`config.mk`:
```
export PLATFORM = sky130hd
export DESIGN_NAME = mmio_csr_flat
export DESIGN_NICKNAME = d
export VERILOG_FILES = /design/src/rtl/mmio_csr_if.sv /design/src/rtl/mmio_csr.sv /design/src/flat_wrapper.sv
export SDC_FILE = /design/constraint.sdc
export NUM_CORES = 1
export LEC_CHECK = 0
export ABC_AREA = 1
export CORE_UTILIZATION = 30
export CTS_CLUSTER_DIAMETER = 120
export DETAILED_ROUTE_END_ITERATION = 16
export SYNTH_ARGS = -nofsm -noshare
export SYNTH_HDL_FRONTEND = slang
export SYNTH_SLANG_ARGS = --single-unit
```
`constraint.sdc`:
```
create_clock -name clk -period 2.21 [get_ports clk]
set_input_delay 0.3315 -clock clk [delete_from_list [all_inputs] [get_ports clk]]
set_output_delay 0.3315 -clock clk [all_outputs]
set_load 0.03 [all_outputs]
```
`src/rtl/mmio_csr_if.sv`:
```
// CSR port between the store queue and the MMIO register block.
interface mmio_csr_if;
    logic        IN_ce;
    logic        IN_we;
    logic [3:0]  IN_wm;
    logic [29:0] IN_addr;
    logic [31:0] IN_data;
    logic [31:0] OUT_data;
    logic        OUT_IO_busy;

    modport master (
        output IN_ce, IN_we, IN_wm, IN_addr, IN_data,
        input  OUT_data, OUT_IO_busy
    );

    modport slave (
        input  IN_ce, IN_we, IN_wm, IN_addr, IN_data,
        output OUT_data, OUT_IO_busy
    );
endinterface

```
`src/rtl/mmio_csr.sv`:
```
// CSR-page register block: 64-bit cycle counter with coherent high-word snapshot,
// byte-masked scratch register and a mode-0, MSB-first byte-wide SPI transmitter.
module mmio_csr #(
    parameter int unsigned SPI_DIV = 2
) (
    input  logic      clk,
    input  logic      rst,
    mmio_csr_if.slave bus,
    output logic      OUT_SPI_clk,
    output logic      OUT_SPI_mosi,
    output logic      OUT_SPI_cs
);
    localparam int unsigned CYC_W  = 64;
    localparam int unsigned DATA_W = 32;
    localparam int unsigned DIV_W  = (SPI_DIV > 1) ? $clog2(SPI_DIV) : 1;
    localparam logic [DIV_W-1:0] DIV_LAST = DIV_W'(SPI_DIV - 1);

    localparam logic [2:0] A_CYC_LO  = 3'd0;
    localparam logic [2:0] A_CYC_HI  = 3'd1;
    localparam logic [2:0] A_SCRATCH = 3'd2;
    localparam logic [2:0] A_SPI_TX  = 3'd3;
    localparam logic [2:0] A_STATUS  = 3'd4;

    typedef enum logic [1:0] {
        S_IDLE  = 2'd0,
        S_SHIFT = 2'd1,
        S_DONE  = 2'd2
    } spi_state_e;

    logic [CYC_W-1:0]  cyc_q;
    logic [DATA_W-1:0] shadow_hi_q;
    logic [DATA_W-1:0] scratch_q, scratch_d;
    logic [DATA_W-1:0] data_q;
    logic [DATA_W-1:0] rdata_c;
    logic              ovf_q, ovf_d;
    logic              busy_q;

    spi_state_e        state_q, state_d;
    logic [7:0]        shift_q, shift_d;
    logic [2:0]        bit_q, bit_d;
    logic [DIV_W-1:0]  div_q, div_d;
    logic              sclk_q, sclk_d;
    logic              cs_q, cs_d;
    logic              mosi_q, mosi_d;

    logic [2:0]        addr_c;
    logic              rd_c, wr_c, start_c;
    logic              unused_addr;

    assign addr_c      = bus.IN_addr[2:0];
    assign rd_c        = !bus.IN_ce && bus.IN_we;
    assign wr_c        = !bus.IN_ce && !bus.IN_we;
    assign start_c     = wr_c && (addr_c == A_SPI_TX) && bus.IN_wm[0];
    assign unused_addr = ^bus.IN_addr[29:3];

    // Read mux; CYC_HI returns the snapshot taken by the last CYC_LO read.
    always_comb begin
        rdata_c = '0;
        case (addr_c)
            A_CYC_LO:  rdata_c = cyc_q[31:0];
            A_CYC_HI:  rdata_c = shadow_hi_q;
            A_SCRATCH: rdata_c = scratch_q;
            A_STATUS:  rdata_c = {30'd0, ovf_q, busy_q};
            default:   rdata_c = '0;
        endcase
    end

    // Scratch byte merge and sticky overflow; a TX write while busy is dropped.
    always_comb begin
        scratch_d = scratch_q;
        ovf_d     = ovf_q;
        if (wr_c && (addr_c == A_SCRATCH)) begin
            for (int b = 0; b < 4; b++) begin
                if (bus.IN_wm[b]) scratch_d[8*b +: 8] = bus.IN_data[8*b +: 8];
            end
        end
        if (wr_c && (addr_c == A_STATUS) && bus.IN_wm[0]) ovf_d = 1'b0;
        if (start_c && (state_q != S_IDLE))               ovf_d = 1'b1;
    end

    always_ff @(posedge clk) begin
        if (rst) begin
            cyc_q       <= '0;
            shadow_hi_q <= '0;
            scratch_q   <= '0;
            data_q      <= '0;
            ovf_q       <= 1'b0;
        end else begin
            cyc_q     <= cyc_q + CYC_W'(1);
            scratch_q <= scratch_d;
            ovf_q     <= ovf_d;
            if (rd_c) begin
                data_q <= rdata_c;
                if (addr_c == A_CYC_LO) shadow_hi_q <= cyc_q[63:32];
            end
        end
    end

    // SPI next-state: divCnt paces half-periods, data advances on falling toggles.
    always_comb begin
        state_d = state_q;
        shift_d = shift_q;
        bit_d   = bit_q;
        div_d   = div_q;
        sclk_d  = sclk_q;
        cs_d    = cs_q;
        mosi_d  = mosi_q;
        case (state_q)
            S_IDLE: begin
                if (start_c) begin
                    state_d = S_SHIFT;
                    shift_d = bus.IN_data[7:0];
                    bit_d   = 3'd7;
                    div_d   = '0;
                    sclk_d  = 1'b0;
                    cs_d    = 1'b0;
                    mosi_d  = bus.IN_data[7];
                end
            end
            S_SHIFT: begin
                if (div_q == DIV_LAST) begin
                    div_d  = '0;
                    sclk_d = !sclk_q;
                    if (sclk_q) begin
                        shift_d = {shift_q[6:0], 1'b0};
                        mosi_d  = shift_q[6];
                        if (bit_q == 3'd0) begin
                            state_d = S_DONE;
                            cs_d    = 1'b1;
                            mosi_d  = 1'b0;
                        end else begin
                            bit_d = bit_q - 3'd1;
                        end
                    end
                end else begin
                    div_d = div_q + DIV_W'(1);
                end
            end
            S_DONE: begin
                state_d = S_IDLE;
            end
            default: begin
                state_d = S_IDLE;
                cs_d    = 1'b1;
                sclk_d  = 1'b0;
                mosi_d  = 1'b0;
            end
        endcase
    end

    always_ff @(posedge clk) begin
        if (rst) begin
            state_q <= S_IDLE;
            shift_q <= '0;
            bit_q   <= '0;
            div_q   <= '0;
            sclk_q  <= 1'b0;
            cs_q    <= 1'b1;
            mosi_q  <= 1'b0;
            busy_q  <= 1'b0;
        end else begin
            state_q <= state_d;
            shift_q <= shift_d;
            bit_q   <= bit_d;
            div_q   <= div_d;
            sclk_q  <= sclk_d;
            cs_q    <= cs_d;
            mosi_q  <= mosi_d;
            busy_q  <= (state_d != S_IDLE);
        end
    end

    assign bus.OUT_data    = data_q;
    assign bus.OUT_IO_busy = busy_q;
    assign OUT_SPI_clk     = sclk_q;
    assign OUT_SPI_mosi    = mosi_q;
    assign OUT_SPI_cs      = cs_q;
endmodule
```
`src/flat_wrapper.sv`:
```
// flat-port wrapper written by rule: the top's interface ports become plain ports
module mmio_csr_flat 
#(
    parameter int unsigned SPI_DIV = 2
)
  (clk, rst, OUT_SPI_clk, OUT_SPI_mosi, OUT_SPI_cs, bus_IN_ce, bus_IN_we, bus_IN_wm, bus_IN_addr, bus_IN_data, bus_OUT_data, bus_OUT_IO_busy);
  mmio_csr_if bus_i ();
  input  logic clk;
  input  logic rst;
  output logic OUT_SPI_clk;
  output logic OUT_SPI_mosi;
  output logic OUT_SPI_cs;
  input wire logic [$bits(bus_i.IN_ce)-1:0] bus_IN_ce;
  input wire logic [$bits(bus_i.IN_we)-1:0] bus_IN_we;
  input wire logic [$bits(bus_i.IN_wm)-1:0] bus_IN_wm;
  input wire logic [$bits(bus_i.IN_addr)-1:0] bus_IN_addr;
  input wire logic [$bits(bus_i.IN_data)-1:0] bus_IN_data;
  output wire logic [$bits(bus_i.OUT_data)-1:0] bus_OUT_data;
  output wire logic [$bits(bus_i.OUT_IO_busy)-1:0] bus_OUT_IO_busy;
  assign bus_i.IN_ce = bus_IN_ce;
  assign bus_i.IN_we = bus_IN_we;
  assign bus_i.IN_wm = bus_IN_wm;
  assign bus_i.IN_addr = bus_IN_addr;
  assign bus_i.IN_data = bus_IN_data;
  assign bus_OUT_data = bus_i.OUT_data;
  assign bus_OUT_IO_busy = bus_i.OUT_IO_busy;
  mmio_csr #(.SPI_DIV(SPI_DIV)) u_core (.clk(clk), .rst(rst), .bus(bus_i), .OUT_SPI_clk(OUT_SPI_clk), .OUT_SPI_mosi(OUT_SPI_mosi), .OUT_SPI_cs(OUT_SPI_cs));
endmodule
```
==> results of run 1 <==
-- through the flow --
step | setup slack (ns) | area, um2
floorplan | 0.6501 | 8705
global placement | 0.2290 | 9980
detailed placement | 0.2016 | 9980
CTS | 0.2120 | 10570
global route | 0.06814 | 10570
finish | 0.1757 | 10570
-- worst max-delay path: stages, from the launching register on --
cell	delay [ns]
dfxtp_1	0.39
nand2_1	0.12
nor2_1	0.44
nand2_1	0.23
nor3_1	0.50
nand3_1	0.13
a21oi_1	0.15
-- sequential cells by signal, summed over array words and instances, names as in the netlist --
signal                  cells
u_core.cyc_q               64
u_core.bus.OUT_data        32
u_core.scratch_q           32
u_core.shadow_hi_q         32
u_core.shift_q              7
u_core.bit_q                3
u_core.state_q              2
u_core.OUT_SPI_clk          1
u_core.OUT_SPI_cs           1
u_core.OUT_SPI_mosi         1
u_core.bus.OUT_IO_busy      1
u_core.div_q                1
u_core.ovf_q                1
-- cells in the mapped netlist, types with 2 or more instances --
cell      number  area, um2
clkbuf_1      28      105.1
a21oi_1      129      645.6
buf_2          9      45.04
nor2_4         6      67.56
nor2_2         9      56.30
o21ai_1        3      15.01
nor2_1       206      773.2
o211ai_1      23      172.7
nand4_1       13      81.33
ha_1           3      37.54
nand2_4        2      22.52
nor3_1        13      65.06
nand2_2        6      37.54
inv_2          2      7.510
nand2_1      409       1535
o21ai_0       88      440.4
buf_1          3      11.26
dfxtp_1      178       3563
nand3_1       66      330.3
inv_1        148      555.5
-- power by group through the flow --
stage | Clock, mW | Sequential, mW | Combinational, mW
floorplan | 0 | 3.33 | 0.162
global placement | 0 | 3.33 | 0.327
detailed placement | 0 | 3.33 | 0.328
CTS | 3.15 | 3.26 | 0.330
global route | 3.27 | 3.26 | 0.362
finish | 3.10 | 3.26 | 0.329
-- kinds of logic (layout without fill, tap and decap cells) --
logic type      after synthesis  in the layout  share of synthesized area (%)
simple gates                738            738                          35.10
compound gates              246            246                          14.88
xor+xnor                      2              2                         0.2013
buf+inv                     192            277                          8.452
fa+ha+maj                     3              3                         0.4313
flops                       178            178                          40.94
-- worst max path at each step --
| stage | cells after the start | from | slack (ns) | endpoint |
|---|---|---|---|---|
| floorplan | 10 | u_core.cyc_q[0]$_SDFF_PP0_ | 0.65 | u_core.cyc_q[52]$_SDFF_PP0_ |
| global placement | 9 | bus_IN_addr[2] | 0.23 | u_core.scratch_q[3]$_SDFFE_PP0P_ |
| detailed placement | 9 | bus_IN_addr[2] | 0.20 | u_core.scratch_q[5]$_SDFFE_PP0P_ |
| CTS | 6 | u_core.cyc_q[17]$_SDFF_PP0_ | 0.21 | u_core.cyc_q[53]$_SDFF_PP0_ |
| global route | 7 | u_core.cyc_q[17]$_SDFF_PP0_ | 0.07 | u_core.cyc_q[53]$_SDFF_PP0_ |
| finish | 6 | u_core.cyc_q[17]$_SDFF_PP0_ | 0.18 | u_core.cyc_q[53]$_SDFF_PP0_ |
-- cell type report --
cell class | instances | share of cell area [%]
clock buffers | 17 | 4.024
repair buffers | 95 | 9.137
clock inverters | 14 | 1.574
inverters | 151 | 5.362
flip-flops and latches | 178 | 33.71
well taps | 378 | 4.474
multi-input cells | 989 | 41.72
-- cells in the final DEF, fill, tap and decap left out, types with 11 or more instances in the layout --
cell type        instances
a21oi_1                129
buf_4                   12
clkbuf_16               17
clkdlybuf4s50_1         77
dfxtp_1                178
inv_1                  147
nand2_1                409
nand3_1                 66
nand4_1                 13
nor2_1                 204
nor2_2                  11
nor3_1                  13
o211ai_1                23
o21ai_0                 88
-- layer usage --
| metal | routed length [um] | vias up | GRT usage (%) |
|---|---|---|---|
| li1 | - | 4471 | - |
| met2 | 12360 | 222 | 30.66 |
| met5 | 0 | - | 0 |
| met4 | 498 | 0 | 5.771 |
| met1 | 13440 | 3977 | 26.90 |
| met3 | 1314 | 26 | 2.243 |
==> impl_metrics.ini, run 1 <==
[setup_path]
crit_arrival_ns = 2.41
start_kind = flop
path_class = flop to flop
cp_max_fo = 4
r2r-end = u_core.cyc_q[53]$_SDFF_PP0_
rrSetupSlack_ns = 0.18
required_ns = 2.58
worstRegToRegCells = 6
critPathCaptureType = flop
reg2reg_from = u_core.cyc_q[17]$_SDFF_PP0_

[worst_hold_path]
holdPathStages = 3
hp-class = input port to flop
hold_start = rst
whs_endpoint = u_core.cyc_q[17]$_SDFF_PP0_

[logic_synthesis]
synth_edf_count = 0
ys_warn_count = 0
syn_nets = 1432
ys_seq_area_share_pct = 40.94
ys_ff_latch = 178
syn_avg_cell_area_um2 = 6.405
syn-instance-count = 1359
synthFlopType = dfxtp_1
syn_area_mm2 = 0.008705
async_flop_share_pct = 0
ys_types = 35

[job]
drv_cap = 0

[run_status]
status = complete, no violations

[layout]
multiInputGateArea_mm2 = 0.004410
regArea_mm2 = 0.003563
num_antenna_cells = 0
nets = 1505
n_fill_cell = 3044
area_delta_synth_final_pct = 21.45
stdcell_count = 1822
drive_above_1_share_pct = 5.679
final_core_util_pct = 37.54

[route]
wl_per_cell_um = 15.15
vias = 8696
drc_errors = 0
drt-vias-per-instance = 4.773
drt_iter0_markers = 660
ant_nets = 0
drt_wl_total_um = 27610
drt-pass1-iter-count = 5

[cts]
insertion_delay_ns = 0.44
clkTransAtPathRegs_ns = 0.07
clock_sinks = 178
ctsRootBufferMaster = clkbuf_16
ctsHoldBuffers = 0
ctsResizeCount = 0
post_cts_buffers = 0
cts_buffers = 17
htree_levels = 4
tritoncts = built
clockBufferDepth = 2

[timing]
hold_ws_ns = 0.4227
worst_pin_slew_ns = 0.5293
fmax_mhz = 491.6
setup_viol_count_final = 0
setup_tns_ns = 0
rsz0062_at_grt = no
finClkSkew_ns = 0.01329
hold_viol = 0
relSlewSlack_pct = 64.44
slew_violations = 0
period_needed_ns = 2.034
fin_crit_sh_pct = 92.05

[placed_design]
hpwl_um = 21020
gp_congestion = 0.9299
placedCellCount = 1791
portBuffers = 78

[floorplan]
initial_core_util_pct = 30.91
io_pins = 106
core_mm2 = 0.02816
num_rows = 61
dieArea_mm2 = 0.02970
die_h_um = 172.3
die_w_um = 172.3

[power_and_ir_drop]
p_sw_mw = 1.704
swShare_pct = 25.50
power_mw = 6.685
combPwrFrac_pct = 4.9
seqPwrFrac_pct = 48.7
power.density_mw_per_mm2 = 632.3
intPower_mw = 4.980
vdd.ir_drop.worst_v = 0.0004052
p_leak_nw = 3.853
clockPowerShare_pct = 46.4

[grt]
gr-total-overflow = 0
grt_pass1_vias = 7958
track_usage_pct = 19.21
grt_max_degree = 93
antenna_found_initial = 0
grt_pass1_wl_um = 43230
Power figures use the tool's default switching activity.
==> inputs of run 2 (changes only) <==
--- a/config.mk
+++ b/config.mk
@@ -6,6 +6,7 @@
 export NUM_CORES = 1
 export LEC_CHECK = 0
 export ABC_AREA = 1
+export CORE_ASPECT_RATIO = 0.8
 export CORE_UTILIZATION = 30
 export CTS_CLUSTER_DIAMETER = 120
 export DETAILED_ROUTE_END_ITERATION = 16
==> run 2 against run 1 <==
  * The run now ends with design-rule violations left
  * Clock-buffer cell count up 1
  * Clock power rose by 3%
  * Via count up 1.5%
  * Power is 1.4% higher
  * Critical path type unchanged
==> impl_metrics.ini, run 2 (same netlist as run 1, synthesis figures left out) <==
[run_status]
status = finished with violations
violations = design-rule violations

[timing]
fin_ws_ns = 0.2747
setup_viol_count_final = 0
fin_crit_sh_pct = 87.57
relSlewSlack_pct = 68.23
worst_pin_slew_ns = 0.4749
finClkSkew_ns = 0.01559
rsz0062_at_grt = no
slew_violations = 0
setup_tns_ns = 0
period_needed_ns = 1.935
fmax_mhz = 516.7
hold_viol = 0

[setup_path]
cpPeakStageDelay_ns = 0.47
r2r-end = u_core.cyc_q[59]$_SDFF_PP0_
crit_start = u_core.cyc_q[24]$_SDFF_PP0_
crit_chain = nand2_1 -> nor2_1 -> nand2_1 -> inv_1 -> nand2_1 -> nor2_1 -> nand2_1 -> nand2_1 -> a21oi_1
cp_max_fo = 5
crit_arrival_ns = 2.25
worstRegToRegCells = 9
start_kind = flop
rrSetupSlack_ns = 0.27
cpMostUsedCell = nand2_1
reg2reg_from = u_core.cyc_q[24]$_SDFF_PP0_
crit_slowest_cell = dfxtp_1
required_ns = 2.53
critPathCaptureType = flop
endpoint = u_core.cyc_q[59]$_SDFF_PP0_
path_class = flop to flop

[cts]
ctsHoldBuffers = 0
cts_buffers = 17
ctsRootBufferMaster = clkbuf_16
insertion_delay_ns = 0.45
ctsResizeCount = 0
tritoncts = built
clockBufferDepth = 2
clkTransAtPathRegs_ns = 0.08
htree_levels = 4
post_cts_buffers = 0
clock_sinks = 178

[layout]
final_cell_mix = 409 x nand2_1, 204 x nor2_1, 178 x dfxtp_1, 147 x inv_1, 129 x a21oi_1
nets = 1511
regMostFlops = u_core.cyc_q
largest_reg_flops = 64
final_common_cell = nand2_1
area_delta_synth_final_pct = 21.88
drive_above_1_share_pct = 6.134
num_antenna_cells = 0
design_area_mm2 = 0.01061

[route]
drt_iter0_markers = 750
drc_errors = 4
drt_wl_total_um = 28270
drt-pass1-iter-count = 11
vias = 8826
ant_nets = 0
wl_per_cell_um = 15.52
drt-vias-per-instance = 4.847

[power_and_ir_drop]
clockPowerShare_pct = 47.1
seqPwrFrac_pct = 48.0
power_mw = 6.781
vdd.ir_drop.worst_v = 0.0005979
intPower_mw = 5.113
combPwrFrac_pct = 4.9
power.density_mw_per_mm2 = 639.2
swShare_pct = 24.60
p_sw_mw = 1.668
p_leak_nw = 3.897

[grt]
antenna_found_initial = 0
track_usage_pct = 19.65
grt_max_degree = 87
grt_pass1_wl_um = 44350
grt_pass1_vias = 8033
gr-total-overflow = 0

[placed_design]
dpl_cell_area_mm2 = 0.01000
portBuffers = 78
hpwl_um = 21720
place_ws_ns = 0.07965
gp_congestion = 0.9806

[floorplan]
io_pins = 106
initial_core_util_pct = 30.63
num_rows = 55
die_h_um = 154.4
core_mm2 = 0.02842
die_w_um = 192.4
dieArea_mm2 = 0.02970

[worst_hold_path]
hp-class = input port to flop

[job]
drv_cap = 0
run 2: power groups by stage:
stage | logic [mW] | registers, mW | clock network [mW]
final | 0.330 | 3.26 | 3.19
after floorplan | 0.162 | 3.33 | 0
after CTS | 0.331 | 3.26 | 3.24
after global placement | 0.327 | 3.33 | 0
after global routing | 0.366 | 3.26 | 3.38
after detailed placement | 0.329 | 3.33 | 0
run 2: how the worst min path moves through the flow:
stage / start / to / cells past startpoint
after floorplan: u_core.bit_q[0]$_SDFFE_PP0P_ / u_core.bit_q[0]$_SDFFE_PP0P_ / 1
after global placement: u_core.bit_q[0]$_SDFFE_PP0P_ / u_core.bit_q[0]$_SDFFE_PP0P_ / 1
after detailed placement: u_core.bit_q[0]$_SDFFE_PP0P_ / u_core.bit_q[0]$_SDFFE_PP0P_ / 1
after CTS: rst / u_core.cyc_q[63]$_SDFF_PP0_ / 5
after global routing: rst / u_core.scratch_q[25]$_SDFFE_PP0P_ / 5
final: rst / u_core.cyc_q[63]$_SDFF_PP0_ / 5
run 2: routing by layer:
metal	GRT usage (%)	vias to the layer above	wire, um
met4	4.987	0	426
met1	29.28	4084	14330
met2	28.37	230	11760
met5	0	-	0
met3	4.039	26	1751
li1	-	4486	-
run 2: layout make-up:
cell class | instances | area (um2)
flip-flops and latches | 178 | 3563
well taps | 370 | 462.9
fillers | 3058 | 17810
multi-input cells | 989 | 4410
inverters | 151 | 566.8
clock inverters | 14 | 167.7
clock buffers | 18 | 439.2
repair buffers | 101 | 998.5
run 2: critical path: cells and delay by family (launching register included):
kind,cells,cell delay [ns]
and+or+nand+nor,7,1.14
DFF,1,0.47
buffers and inverters,1,0.13
AOI/OAI and AO/OA,1,0.05
run 2: through the flow:
stage,hold WS (ns),util (%),cells
2_1_floorplan,0.4028,-,1359
3_3_place_gp,0.4161,35.19,1789
3_5_place_dp,0.4167,35.19,1789
4_1_cts,0.3773,37.33,1821
5_1_grt,0.4229,37.33,1821
6_report,0.4014,37.33,1821
